==> src/rtl/riscv_pkg.sv <==
// riscv_pkg: shared core widths, register count and writeback queue depth.
// Also holds the occupancy state type and the x0 test used by the scheduler.
package riscv_pkg;

    localparam int XLEN_D  = 32;
    localparam int REGN    = 32;
    localparam int RW      = $clog2(REGN);
    localparam int DEPTH_D = 2;

    typedef enum logic [1:0] {
        OCC_EMPTY,
        OCC_PART,
        OCC_FULL
    } occ_e;

    function automatic logic is_x0(input logic [RW-1:0] rd);
        return rd == '0;
    endfunction

endpackage

==> src/rtl/riscv_wb_sched_if.sv <==
// riscv_wb_sched_if: writeback scheduler bus (ex/mem sources, rf write,
// forwarding query, status). master = pipeline side, slave = scheduler.
interface riscv_wb_sched_if
    import riscv_pkg::*;
#(
    parameter int XLEN = XLEN_D
);

    logic            ex_valid;
    logic [RW-1:0]   ex_rd;
    logic [XLEN-1:0] ex_data;
    logic            mem_valid;
    logic [RW-1:0]   mem_rd;
    logic [XLEN-1:0] mem_data;
    logic [RW-1:0]   q_rs;
    logic            wr_en;
    logic [RW-1:0]   wr_rd;
    logic [XLEN-1:0] wr_data;
    logic            bubble;
    logic            q_hit;
    logic [XLEN-1:0] q_data;
    logic            wr_on_zero;
    logic            overflow;

    modport master (
        output ex_valid, ex_rd, ex_data,
        output mem_valid, mem_rd, mem_data,
        output q_rs,
        input  wr_en, wr_rd, wr_data,
        input  bubble, q_hit, q_data,
        input  wr_on_zero, overflow
    );

    modport slave (
        input  ex_valid, ex_rd, ex_data,
        input  mem_valid, mem_rd, mem_data,
        input  q_rs,
        output wr_en, wr_rd, wr_data,
        output bubble, q_hit, q_data,
        output wr_on_zero, overflow
    );

endinterface

==> src/rtl/riscv_wb_fifo.sv <==
// riscv_wb_fifo: circular queue of deferred ALU writes (rd + data).
// Ports: push/pop, head out, count, and age-ordered entry read-out.
module riscv_wb_fifo
    import riscv_pkg::*;
#(
    parameter int  XLEN  = XLEN_D,
    parameter int  DEPTH = DEPTH_D,
    localparam int PW    = (DEPTH > 1) ? $clog2(DEPTH) : 1,
    localparam int CW    = $clog2(DEPTH + 1)
) (
    input  logic            clk,
    input  logic            rst,
    input  logic            push,
    input  logic            pop,
    input  logic [RW-1:0]   push_rd,
    input  logic [XLEN-1:0] push_data,
    output logic [RW-1:0]   head_rd,
    output logic [XLEN-1:0] head_data,
    output logic [CW-1:0]   count,
    output logic            ent_vld  [DEPTH],
    output logic [RW-1:0]   ent_rd   [DEPTH],
    output logic [XLEN-1:0] ent_data [DEPTH]
);

    logic [RW-1:0]   rd_mem   [DEPTH];
    logic [XLEN-1:0] data_mem [DEPTH];
    logic [PW-1:0]   head_q, tail_q;
    logic [CW-1:0]   count_q;

    function automatic logic [PW-1:0] inc(input logic [PW-1:0] p);
        return (p == PW'(DEPTH - 1)) ? '0 : p + 1'b1;
    endfunction

    // Slot holding the i-th oldest entry.
    function automatic logic [PW-1:0] age_idx(
        input logic [PW-1:0] h,
        input int            i
    );
        int k;
        k = int'(h) + i;
        if (k >= DEPTH) k = k - DEPTH;
        return PW'(k);
    endfunction

    always_ff @(posedge clk or negedge rst) begin
        if (!rst) begin
            head_q  <= '0;
            tail_q  <= '0;
            count_q <= '0;
        end else begin
            if (push) tail_q <= inc(tail_q);
            if (pop)  head_q <= inc(head_q);
            unique case ({push, pop})
                2'b10:   count_q <= count_q + 1'b1;
                2'b01:   count_q <= count_q - 1'b1;
                default: count_q <= count_q;
            endcase
        end
    end

    // Payload needs no reset: count gates every read.
    always_ff @(posedge clk) begin
        if (push) begin
            rd_mem[tail_q]   <= push_rd;
            data_mem[tail_q] <= push_data;
        end
    end

    always_comb begin
        for (int i = 0; i < DEPTH; i++) begin
            ent_vld[i]  = CW'(i) < count_q;
            ent_rd[i]   = rd_mem[age_idx(head_q, i)];
            ent_data[i] = data_mem[age_idx(head_q, i)];
        end
    end

    assign head_rd   = rd_mem[head_q];
    assign head_data = data_mem[head_q];
    assign count     = count_q;

endmodule

==> src/rtl/riscv_wb_sched.sv <==
// riscv_wb_sched: arbitrates mem, queued ALU and new ALU writes onto one
// rf write port (mem > queue > ex), queues losers, forwards queue contents.
module riscv_wb_sched
    import riscv_pkg::*;
#(
    parameter int XLEN  = XLEN_D,
    parameter int DEPTH = DEPTH_D
) (
    input logic             clk,
    input logic             rst,
    riscv_wb_sched_if.slave bus
);

    localparam int CW = $clog2(DEPTH + 1);

    logic            push, pop, drop;
    logic            sel_vld;
    logic [RW-1:0]   sel_rd;
    logic [XLEN-1:0] sel_data;
    logic [RW-1:0]   head_rd;
    logic [XLEN-1:0] head_data;
    logic [CW-1:0]   count;
    logic            ent_vld  [DEPTH];
    logic [RW-1:0]   ent_rd   [DEPTH];
    logic [XLEN-1:0] ent_data [DEPTH];
    occ_e            state_q, state_d;
    logic            is_empty, is_full;
    logic            wr_en_q, wr_on_zero_q, ovf_q;
    logic [RW-1:0]   wr_rd_q;
    logic [XLEN-1:0] wr_data_q;
    logic            q_hit;
    logic [XLEN-1:0] q_data;

    riscv_wb_fifo #(
        .XLEN  (XLEN),
        .DEPTH (DEPTH)
    ) u_fifo (
        .clk       (clk),
        .rst       (rst),
        .push      (push),
        .pop       (pop),
        .push_rd   (bus.ex_rd),
        .push_data (bus.ex_data),
        .head_rd   (head_rd),
        .head_data (head_data),
        .count     (count),
        .ent_vld   (ent_vld),
        .ent_rd    (ent_rd),
        .ent_data  (ent_data)
    );

    assign is_empty = (state_q == OCC_EMPTY);
    assign is_full  = (state_q == OCC_FULL);

    // A new ex only goes straight out when nothing older is pending.
    always_comb begin
        sel_vld  = 1'b0;
        sel_rd   = '0;
        sel_data = '0;
        pop      = 1'b0;
        push     = 1'b0;
        drop     = 1'b0;
        if (bus.mem_valid) begin
            sel_vld  = 1'b1;
            sel_rd   = bus.mem_rd;
            sel_data = bus.mem_data;
        end else if (!is_empty) begin
            sel_vld  = 1'b1;
            sel_rd   = head_rd;
            sel_data = head_data;
            pop      = 1'b1;
        end else if (bus.ex_valid) begin
            sel_vld  = 1'b1;
            sel_rd   = bus.ex_rd;
            sel_data = bus.ex_data;
        end
        if (bus.ex_valid && (bus.mem_valid || !is_empty)) begin
            if (!is_full || pop) push = 1'b1;
            else                 drop = 1'b1;
        end
    end

    always_comb begin
        state_d = state_q;
        unique case (state_q)
            OCC_EMPTY: begin
                if (push)
                    state_d = (DEPTH == 1) ? OCC_FULL : OCC_PART;
            end
            OCC_PART: begin
                if (push && !pop && count == CW'(DEPTH - 1))
                    state_d = OCC_FULL;
                else if (pop && !push && count == CW'(1))
                    state_d = OCC_EMPTY;
            end
            OCC_FULL: begin
                if (pop && !push)
                    state_d = (DEPTH == 1) ? OCC_EMPTY : OCC_PART;
            end
            default: state_d = OCC_EMPTY;
        endcase
    end

    // wr_rd/wr_data only move on a real write so idle cycles stay quiet.
    always_ff @(posedge clk or negedge rst) begin
        if (!rst) begin
            state_q      <= OCC_EMPTY;
            wr_en_q      <= 1'b0;
            wr_rd_q      <= '0;
            wr_data_q    <= '0;
            wr_on_zero_q <= 1'b0;
            ovf_q        <= 1'b0;
        end else begin
            state_q      <= state_d;
            wr_en_q      <= sel_vld && !is_x0(sel_rd);
            wr_on_zero_q <= sel_vld && is_x0(sel_rd);
            if (sel_vld && !is_x0(sel_rd)) begin
                wr_rd_q   <= sel_rd;
                wr_data_q <= sel_data;
            end
            if (drop) ovf_q <= 1'b1;
        end
    end

    // Entries are scanned oldest first, so the last match is the youngest.
    always_comb begin
        q_hit  = 1'b0;
        q_data = '0;
        for (int i = 0; i < DEPTH; i++) begin
            if (ent_vld[i] && ent_rd[i] == bus.q_rs
                && !is_x0(bus.q_rs)) begin
                q_hit  = 1'b1;
                q_data = ent_data[i];
            end
        end
    end

    assign bus.wr_en      = wr_en_q;
    assign bus.wr_rd      = wr_rd_q;
    assign bus.wr_data    = wr_data_q;
    assign bus.bubble     = is_full;
    assign bus.q_hit      = q_hit;
    assign bus.q_data     = q_data;
    assign bus.wr_on_zero = wr_on_zero_q;
    assign bus.overflow   = ovf_q;

endmodule
==> src/flat_wrapper.sv <==
// flat-port wrapper written by rule: the top's interface ports become plain ports
module riscv_wb_sched_flat import riscv_pkg::*;
#(
    parameter int XLEN  = XLEN_D,
    parameter int DEPTH = DEPTH_D
)
  (clk, rst, bus_ex_valid, bus_ex_rd, bus_ex_data, bus_mem_valid, bus_mem_rd, bus_mem_data, bus_q_rs, bus_wr_en, bus_wr_rd, bus_wr_data, bus_bubble, bus_q_hit, bus_q_data, bus_wr_on_zero, bus_overflow);
  riscv_wb_sched_if #(.XLEN(XLEN)) bus_i ();
  input logic clk;
  input logic rst;
  input wire logic [$bits(bus_i.ex_valid)-1:0] bus_ex_valid;
  input wire logic [$bits(bus_i.ex_rd)-1:0] bus_ex_rd;
  input wire logic [$bits(bus_i.ex_data)-1:0] bus_ex_data;
  input wire logic [$bits(bus_i.mem_valid)-1:0] bus_mem_valid;
  input wire logic [$bits(bus_i.mem_rd)-1:0] bus_mem_rd;
  input wire logic [$bits(bus_i.mem_data)-1:0] bus_mem_data;
  input wire logic [$bits(bus_i.q_rs)-1:0] bus_q_rs;
  output wire logic [$bits(bus_i.wr_en)-1:0] bus_wr_en;
  output wire logic [$bits(bus_i.wr_rd)-1:0] bus_wr_rd;
  output wire logic [$bits(bus_i.wr_data)-1:0] bus_wr_data;
  output wire logic [$bits(bus_i.bubble)-1:0] bus_bubble;
  output wire logic [$bits(bus_i.q_hit)-1:0] bus_q_hit;
  output wire logic [$bits(bus_i.q_data)-1:0] bus_q_data;
  output wire logic [$bits(bus_i.wr_on_zero)-1:0] bus_wr_on_zero;
  output wire logic [$bits(bus_i.overflow)-1:0] bus_overflow;
  assign bus_i.ex_valid = bus_ex_valid;
  assign bus_i.ex_rd = bus_ex_rd;
  assign bus_i.ex_data = bus_ex_data;
  assign bus_i.mem_valid = bus_mem_valid;
  assign bus_i.mem_rd = bus_mem_rd;
  assign bus_i.mem_data = bus_mem_data;
  assign bus_i.q_rs = bus_q_rs;
  assign bus_wr_en = bus_i.wr_en;
  assign bus_wr_rd = bus_i.wr_rd;
  assign bus_wr_data = bus_i.wr_data;
  assign bus_bubble = bus_i.bubble;
  assign bus_q_hit = bus_i.q_hit;
  assign bus_q_data = bus_i.q_data;
  assign bus_wr_on_zero = bus_i.wr_on_zero;
  assign bus_overflow = bus_i.overflow;
  riscv_wb_sched #(.XLEN(XLEN), .DEPTH(DEPTH)) u_core (.clk(clk), .rst(rst), .bus(bus_i));
endmodule
==> config.mk <==
export PLATFORM = sky130hd
export DESIGN_NAME = riscv_wb_sched_flat
export DESIGN_NICKNAME = d
export VERILOG_FILES = /design/src/rtl/riscv_pkg.sv /design/src/rtl/riscv_wb_sched_if.sv /design/src/rtl/riscv_wb_fifo.sv /design/src/rtl/riscv_wb_sched.sv /design/src/flat_wrapper.sv
export SDC_FILE = /design/constraint.sdc
export NUM_CORES = 1
export LEC_CHECK = 0
export ABC_AREA = 1
export CAP_MARGIN = 20
export CORE_ASPECT_RATIO = 0.5
export CORE_UTILIZATION = 55
export DETAILED_ROUTE_END_ITERATION = 10
export GPL_TIMING_DRIVEN = 0
export PLACE_DENSITY = 0.87
export SLEW_MARGIN = 10
export SYNTH_ARGS = -nofsm -noshare
export SYNTH_HDL_FRONTEND = slang
export SYNTH_HIERARCHICAL = 1
export SYNTH_SLANG_ARGS = --single-unit
==> constraint.sdc <==
create_clock -name clk -period 5 [get_ports clk]
set_input_delay 0.75 -clock clk [delete_from_list [all_inputs] [get_ports clk]]
set_output_delay 0.75 -clock clk [all_outputs]
set_load 0.005 [all_outputs]
-- Word level (Yosys, flattened, before mapping)
Memories as Yosys holds them, arrays and structs flattened.
Cells that the tools add are included.
- register bits after elaboration: 46
- bits in writable memories: 74
- input port bits: 83
- output and inout bits: 74
- logic and storage cells: 87
- memories kept: 2
- memory list (memory ; depth ; bits a word ; read ports ; clocked after Yosys merged registers in ; write ports ; RTL line ; RTL):
    u_core.u_fifo.data_mem ; 2 ; 32 ; 3 ; 0 ; 1 ; riscv_wb_fifo.sv:26 ; logic [XLEN-1:0] data_mem [DEPTH];
    u_core.u_fifo.rd_mem ; 2 ; 5 ; 3 ; 0 ; 1 ; riscv_wb_fifo.sv:25 ; logic [RW-1:0] rd_mem [DEPTH];
- add/sub/neg operators: 7
- $lt $le $gt $ge: 4
- equality and inequality tests: 10
- muxes and demuxes: 31
- reductions and logical operators: 24
- operators with widths (operator ; number):
    2-to-1 mux 32 bit ; 5
    2-to-1 mux 1 bit ; 17
    2-to-1 mux 5 bit ; 3
    logical AND 1 bit ; 11
    == test 5 bit ; 2
    zero test 5 bit ; 2
    2-to-1 mux 2 bit ; 4
    == test 2 x 1 -> 1 bit (second input constant) ; 3
    zero test 1 bit ; 6
    one-hot mux 2 bit (3 select lines) ; 1
    == test 2 bit (second input constant) ; 2
    < comparator 1 x 2 -> 1 bit (first input constant) ; 2
    one-hot mux 2 bit (2 select lines) ; 1
    inequality test 3 x 1 -> 1 bit (second input constant) ; 1
    AND reduction 3 bit ; 1
    adder 1 bit (second input constant) ; 2
    adder 1 x 1 -> 2 bit (second input constant) ; 1
    adder 2 x 1 -> 2 bit (second input constant) ; 1
    >= comparator 1 x 2 -> 1 bit (second input constant) ; 1
    >= comparator 2 bit (second input constant) ; 1
    zero test 2 bit ; 1
    logical OR 1 bit ; 2
    inequality test 2 x 1 -> 1 bit (second input constant) ; 1
    inequality test 2 bit (second input constant) ; 1
    3 further kinds ; 4

-- Depth between registers and ports, before layout
Gate-level depths: netlist of the first run.
- depth in word-level cells: 12
- depth in mapped cells: 13
- mapped depth without buffers: 10

-- Hierarchy
The synthesis of the first run kept the hierarchy.
- modules (own cells, without submodules) (module ; times used ; cells an instance ; area each (µm²) ; sequential area each (µm²)):
    riscv_wb_fifo ; 1 ; 338 ; 3624.7 ; 2322.2
    riscv_wb_sched ; 1 ; 490 ; 3086.7 ; 1051.0

-- Least setup slack after synthesis of the first run
No wires, ideal clock.
- path type: input -> register
- start: input port bus_ex_valid
- end: memory u_core/u_fifo/data_mem[0][0] (netlist name) (enable)
- setup time: 0.431 ns
- arrival time: 2.971 ns
- data required time: 4.569 ns
- slack: 1.598 ns
- stages: 5
- path buffers: 1
- cell sequence: clkbuf_1 -> nand2_1 -> nor2_1 -> inv_1 -> nor2_1
- cells in the longest elaborated chain, start to end: 4
- RTL lines (item ; RTL line ; RTL):
    from (decl) ; flat_wrapper.sv:11 ; input wire logic [$bits(bus_i.ex_valid)-1:0] bus_ex_valid;
    logical AND 1 bit ; riscv_wb_sched.sv:77 ; if (bus.ex_valid && (bus.mem_valid || !is_empty)) begin
    2-to-1 mux 1 bit ; riscv_wb_sched.sv:77 ;
    named net u_core.push ; riscv_wb_sched.sv:16 ; logic push, pop, drop;
    2-to-1 mux 1 bit ; riscv_wb_fifo.sv:63 ; if (push) begin
    2-to-1 mux 1 bit (not written as such) ; riscv_wb_fifo.sv:65 ; data_mem[tail_q] <= push_data;
    to (decl) ; riscv_wb_fifo.sv:26 ;
The timed path passes the listed nets, and every way through them passes these cells.

==> impl_metrics.tcl, run 1 <==
set metrics [dict create \
    cp-start-kind "register" \
    power.share.combinational_pct 44.7 \
    maximum_resistive_drop_on_vdd_mv 0.302 \
    cts_post_setup_buffers_inserted 0 \
    power.switching_mw 1.88 \
    post_drt_via_cell_ratio 5.62 \
    floorplan.die.height_um 80.1 \
    max_clock_freq_mhz 221 \
    n_antenna_cell 0 \
    finalNonFillerCells 1184 \
    hold_buffers 0 \
    p_int_mw 3.24 \
    cp.required_ns 4.25 \
    worstPathCellList "buf_4 -> buf_4 -> o21ai_0 -> xnor2_1 -> nand4_1 -> nor2_1 -> clkbuf_1 -> nand3_1 -> nand2_1 -> clkdlybuf4s50_1" \
    power_density_mw_per_mm2 558 \
    seq_power_share_pct 29.7 \
    io_buffers 156 \
    final_worst_path_cycle_share_pct 90.7 \
    final.min_clock_period_ns 4.53 \
    grt_max_degree 35 \
    die_w_um 158 \
    r2r_slack_ns 2.40 \
    critPathMaxFanout 10 \
    synth_edf_count 74 \
    crit_path_top_delay_cell "clkbuf_1" \
    ys_seq_elements 120 \
    std_cell_rows 28 \
    core_area_mm2 0.0118 \
    synth.area.top_cells "edfxtp_1 (33%), dfrtp_1 (17%), nand2_1 (16%), nand3_1 (7.8%), buf_4 (5.3%)" \
    synth.top_cells.by_count "nand2_1 (286), nand3_1 (104), edfxtp_1 (74)" \
    setup-violations-final 0 \
    cts_bufs_inserted 17 \
    worstSetupPathType "register to output pin" \
    power_mw 5.12 \
    slew-limit-headroom_pct 52.5 \
    cts.reportedPaths.clkPinSlew_ns 0.06 \
    r2r_start "u_core/u_fifo/head_q" \
    rsz0062_at_grt "false" \
    routed_wirelength_mm 21.3 \
    die_area_mm2 0.0127 \
    area_growth_syn_to_layout_pct 36.7 \
    totalNegativeSetupSlack_ns 0 \
    vias_in_the_first_global_route 6416 \
    cts.path.max_buffers 2 \
    cts.sink_count 120 \
    pin_count 157 \
    drive_gt1_share_pct 11.7 \
    synth.net_count 914 \
    hpwlAfterDp_mm 14.5 \
    first_pass_iters 6 \
    clock_power_share_pct 25.7 \
    critPathArrivalTime_ns 3.78 \
    finish.instance_area_mm2 0.00918 \
    h-tree-depth 4 \
    worst_r2r_path_depth 11 \
    switching_share_pct 36.8 \
    detailed_place.area_mm2 0.00854 \
    drc_errors 0 \
    drt_iter0_drc 768 \
    placer_congestion 0.908 \
    post_synthesis_async_set_or_reset_flop_share_pct 38.3 \
    synth-seq-area-share_pct 50.3 \
    endpoint_class_of_the_critical_path "output pin" \
    detailedPlace.worstSlack_ns 0.951 \
    most_instantiated_library_cell_after_synthesis "nand2_1" \
    clock_latency_ns 0.42 \
    post-place-cells 1152 \
    buffer_type_at_the_clock_tree_root "clkbuf_16" \
    grt_pass1_wl_mm 32.7 \
    p_leak_nw 4.19 \
    global_route.usage.total_pct 34.8 \
    tightestPinTransition_ns 0.713 \
    synthDominantCellAreaShare_pct 33.1 \
    synth_top_cell_by_area "edfxtp_1" \
    hold_viol_final 0 \
    synth.lib_cells_used.distinct 31 \
    synth_cells 828 \
    gr-total-overflow 0 \
    yosysWarnings 6 \
    vias 6654 \
    syn-cell-area_mm2 0.00671 \
    final_antenna_net_count 0 \
    cts_tree "done" \
    fin_worst_skew_ns 0.00879 \
    slew_violations 0 \
    post_drt_wl_per_cell_um 18.0 \
    utilization_of_the_core_after_routing_pct 77.5 \
    outcome "finished clean" \
    finalWorstSetupSlack_ns 0.466 \
    crit-reg2reg-capture "u_core/bus.wr_data[16]" \
    initial_core_utilization_pct 56.7 \
    ys_dominant_reg_cell "edfxtp_1" \
    critical_path.max_stage_delay_ns 0.51 \
    antenna_found_initial 0 \
    cpMostUsedCell "buf_4" \
    finish.net_count 1092 \
    max-cap-violations 0 \
    postSynthAreaPerCell_um2 8.11 \
    final.hold.worst_slack_ns 0.312 \
    worst_hold_class "primary input to async pin" \
    post_cts_resize_count 0 \
]
flip-flops by register name, summed over array words and instances, names as in the netlist:
name	count
u_core/bus.wr_en	1
u_core/bus.wr_rd	5
u_core/bus.wr_data	32
u_core/u_fifo/tail_q	1
u_core/state_q	2
u_core/u_fifo/data_mem	64
u_core/u_fifo/count	2
u_core/bus.wr_on_zero	1
u_core/bus.overflow	1
u_core/u_fifo/head_q	1
u_core/u_fifo/rd_mem	10
power groups by stage:
stage               sequential, mW  clock (mW)  combinational [mW]
floorplan                     1.53           0                1.31
global placement              1.53           0                2.09
detailed placement            1.53           0                2.19
CTS                           1.52        1.31                2.24
global route                  1.55        1.36                2.46
finish                        1.52        1.31                2.29
area by class of cell:
cell class                 instances  area [um2]
sequential                       120        3370
buffer                            84         574
fill                             770        2670
multi-input combinational        561        2530
inverter                          63         236
clock buffer                      22         497
clock inverter                    10         138
tap                              165         206
timing repair buffer             159        1620
worst max-delay path, delay by kind of cell, from the launching register on:
family | cells | cell delay, ns
XOR/XNOR | 1 | 0.17
flip-flops | 1 | 0.42
AO/OA/AOI/OAI | 1 | 0.41
buffers and inverters | 4 | 1.42
AND/OR/NAND/NOR | 4 | 0.93
kinds of logic after synthesis:
group | Yosys count | share of synthesized area, %
compound gates | 87 | 6.86
xor+xnor | 9 | 1.17
fa+ha+maj | 3 | 0.559
buf+inv | 147 | 12.1
flops | 120 | 50.3
simple gates | 462 | 29.1
metal layers:
| layer | wire length (um) | up-vias | track usage (%) |
|---|---|---|---|
| met2 | 10100 | 451 | 57.0 |
| met4 | 709 | 0 | 17.2 |
| met1 | 8010 | 3108 | 44.3 |
| li1 | - | 3017 | - |
| met3 | 2470 | 78 | 6.91 |
| met5 | 0 | - | 0 |
worst max-delay path by stage:
| stage | start | end | slack, ns |
|---|---|---|---|
| after floorplan | bus_ex_valid | u_core/u_fifo/data_mem[0][0] | 1.60 |
| after detailed placement | bus_q_rs[4] | bus_q_data[12] | 0.95 |
| after CTS | u_core/u_fifo/head_q | bus_q_data[19] | 0.60 |
| after global placement | bus_ex_valid | u_core/u_fifo/data_mem[0][15] | -0.02 |
| final | u_core/u_fifo/head_q | bus_q_data[19] | 0.47 |
| after global routing | u_core/u_fifo/head_q | bus_q_data[19] | 0.33 |
placed cells by master (no fill, tap or decap), drive strengths merged, types with 4 or more instances in the layout:
master,instances
a21oi,37
xnor2,6
a22oi,7
dfrtp,46
nand4,8
inv,64
clkdlybuf4s50,155
clkinv,4
edfxtp,74
o21ai,40
buf,75
clkbuf,35
nor2,55
nand3,107
nand2,288
(Power assumes the default switching activity.)
==> inputs of run 2 (changes only) <==
Settings changed: CAP_MARGIN 20 to 30.
==> run 2 against run 1 <==
  * Wire length unchanged
  * Fmax unchanged
  * Final cell count unchanged
  * Register-to-register slack about the same
  * Sequential power about the same
  * Largest power group unchanged
  * Clock power about the same
  * Critical endpoint unchanged
==> impl_metrics.tcl, run 2 (synthesis gave the netlist of run 1 again) <==
set metrics [dict create \
    cts.reportedPaths.clkPinSlew_ns 0.06 \
    maximum_resistive_drop_on_vdd_mv 0.302 \
    cts.path.max_buffers 2 \
    final.hold.worst_slack_ns 0.312 \
    post_drt_via_cell_ratio 5.62 \
    first_pass_iters 6 \
    endpoint_class_of_the_critical_path "output pin" \
    p_leak_nw 4.19 \
    totalNegativeSetupSlack_ns 0 \
    worst_hold_class "primary input to async pin" \
    detailed_place.area_mm2 0.00854 \
    core_area_mm2 0.0118 \
    critPathArrivalTime_ns 3.78 \
    commonest_cells_after_routing_fill_and_taps_aside "nand2_1 (286), clkdlybuf4s50_1 (155), nand3_1 (104)" \
    hpwlAfterDp_mm 14.5 \
    final_worst_path_cycle_share_pct 90.7 \
    setup-violations-final 0 \
    hold_viol_final 0 \
    detailedPlace.worstSlack_ns 0.951 \
    grt_max_degree 35 \
    finish.net_count 1092 \
    cts_bufs_inserted 17 \
    finalWorstSetupSlack_ns 0.466 \
    cts_post_setup_buffers_inserted 0 \
    floorplan.die.height_um 80.1 \
    drc_errors 0 \
    power_mw 5.12 \
    critPathMaxFanout 10 \
    cp.required_ns 4.25 \
    h-tree-depth 4 \
    largest_reg_flops 64 \
    std_cell_rows 28 \
    final_antenna_net_count 0 \
    hold_buffers 0 \
    area_growth_syn_to_layout_pct 36.7 \
    routed_wirelength_mm 21.3 \
    max-cap-violations 0 \
    pin_count 157 \
    cts.sink_count 120 \
    gr-total-overflow 0 \
    post_cts_resize_count 0 \
    worstSetupPathType "register to output pin" \
    buffer_type_at_the_clock_tree_root "clkbuf_16" \
    power_density_mw_per_mm2 558 \
    cts_tree "done" \
    drt_iter0_drc 768 \
    placer_congestion 0.908 \
    n_antenna_cell 0 \
    antenna_found_initial 0 \
    tightestPinTransition_ns 0.713 \
    clock_latency_ns 0.42 \
    slew-limit-headroom_pct 52.5 \
    most_common_cell_after_layout_fill_and_taps_aside "nand2_1" \
    outcome "finished clean" \
    drive_gt1_share_pct 11.7 \
    regMostFlops "u_core/u_fifo/data_mem" \
    cp-start-kind "register" \
    global_route.usage.total_pct 34.8 \
    grt_pass1_wl_mm 32.7 \
    die_w_um 158 \
    slew_violations 0 \
    vias_in_the_first_global_route 6416 \
    io_buffers 156 \
    post_drt_wl_per_cell_um 18.0 \
    finish.instance_area_mm2 0.00918 \
    max_clock_freq_mhz 221 \
    initial_core_utilization_pct 56.7 \
    vias 6654 \
    final.min_clock_period_ns 4.53 \
    die_area_mm2 0.0127 \
    rsz0062_at_grt "false" \
    fin_worst_skew_ns 0.00879 \
]
## run 2: per-layer routing
metal  vias up  track usage (%)  part of all wire [%]
met5         -                0                     0
met4         0             17.2                   3.3
met3        78             6.91                    12
met2       451             57.0                    47
met1      3108             44.3                    38
li1       3017                -                     -
## run 2: layout make-up
class / instances / area (um2)
plain buffers: 84 / 574
clock buffers: 22 / 497
clock inverters: 10 / 138
fillers: 770 / 2670
inverters: 63 / 236
multi-input cells: 561 / 2530
flip-flops and latches: 120 / 3370
well taps: 165 / 206
repair buffers: 159 / 1620
## run 2: final timing paths
kind / startpoint / cells after the start / slack (ns) / endpoint
worst max-delay path: u_core/u_fifo/head_q / 10 / 0.47 / bus_q_data[19]
worst min-delay path: rst / 1 / 0.31 / u_core/bus.wr_data[14]
min in group clk: u_core/bus.overflow / 1 / 0.48 / u_core/bus.overflow
worst min register to register: u_core/bus.overflow / 1 / 0.48 / u_core/bus.overflow
max in group asynchronous: rst / 2 / 4.13 / u_core/bus.wr_rd[0]
worst max register to register: u_core/u_fifo/head_q / 11 / 2.40 / u_core/bus.wr_data[16]
## run 2: power breakdown
| group | total (mW) | switching [mW] | leakage, nW | internal [mW] |
|---|---|---|---|---|
| combinational | 2.29 | 1.28 | 2.64 | 1.01 |
| sequential | 1.52 | 0.149 | 1.25 | 1.37 |
| clock | 1.31 | 0.458 | 0.307 | 0.856 |
| total | 5.12 | 1.88 | 4.19 | 3.24 |
## run 2: per-stage QoR
stage / util [%] / instances
2_1_floorplan: - / 828
3_3_place_gp: 71.6 / 1149
3_5_place_dp: 72.1 / 1152
4_1_cts: 77.5 / 1184
5_1_grt: 77.5 / 1184
6_report: 77.5 / 1184
## run 2: worst max-delay path, cell delays in order (launching register included)
cell and delay (ns):
dfrtp_1 0.42, buf_4 0.20, buf_4 0.20, o21ai_0 0.41, xnor2_1 0.17, nand4_1 0.15, nor2_1 0.44, clkbuf_1 0.51
nand3_1 0.22, nand2_1 0.12, clkdlybuf4s50_1 0.51
==> inputs of run 3 (changes only) <==
Settings changed: CAP_MARGIN 30 to 20.
==> results of run 3 <==
Same layout as run 1: the final DEF is identical, and so are final timing and power.
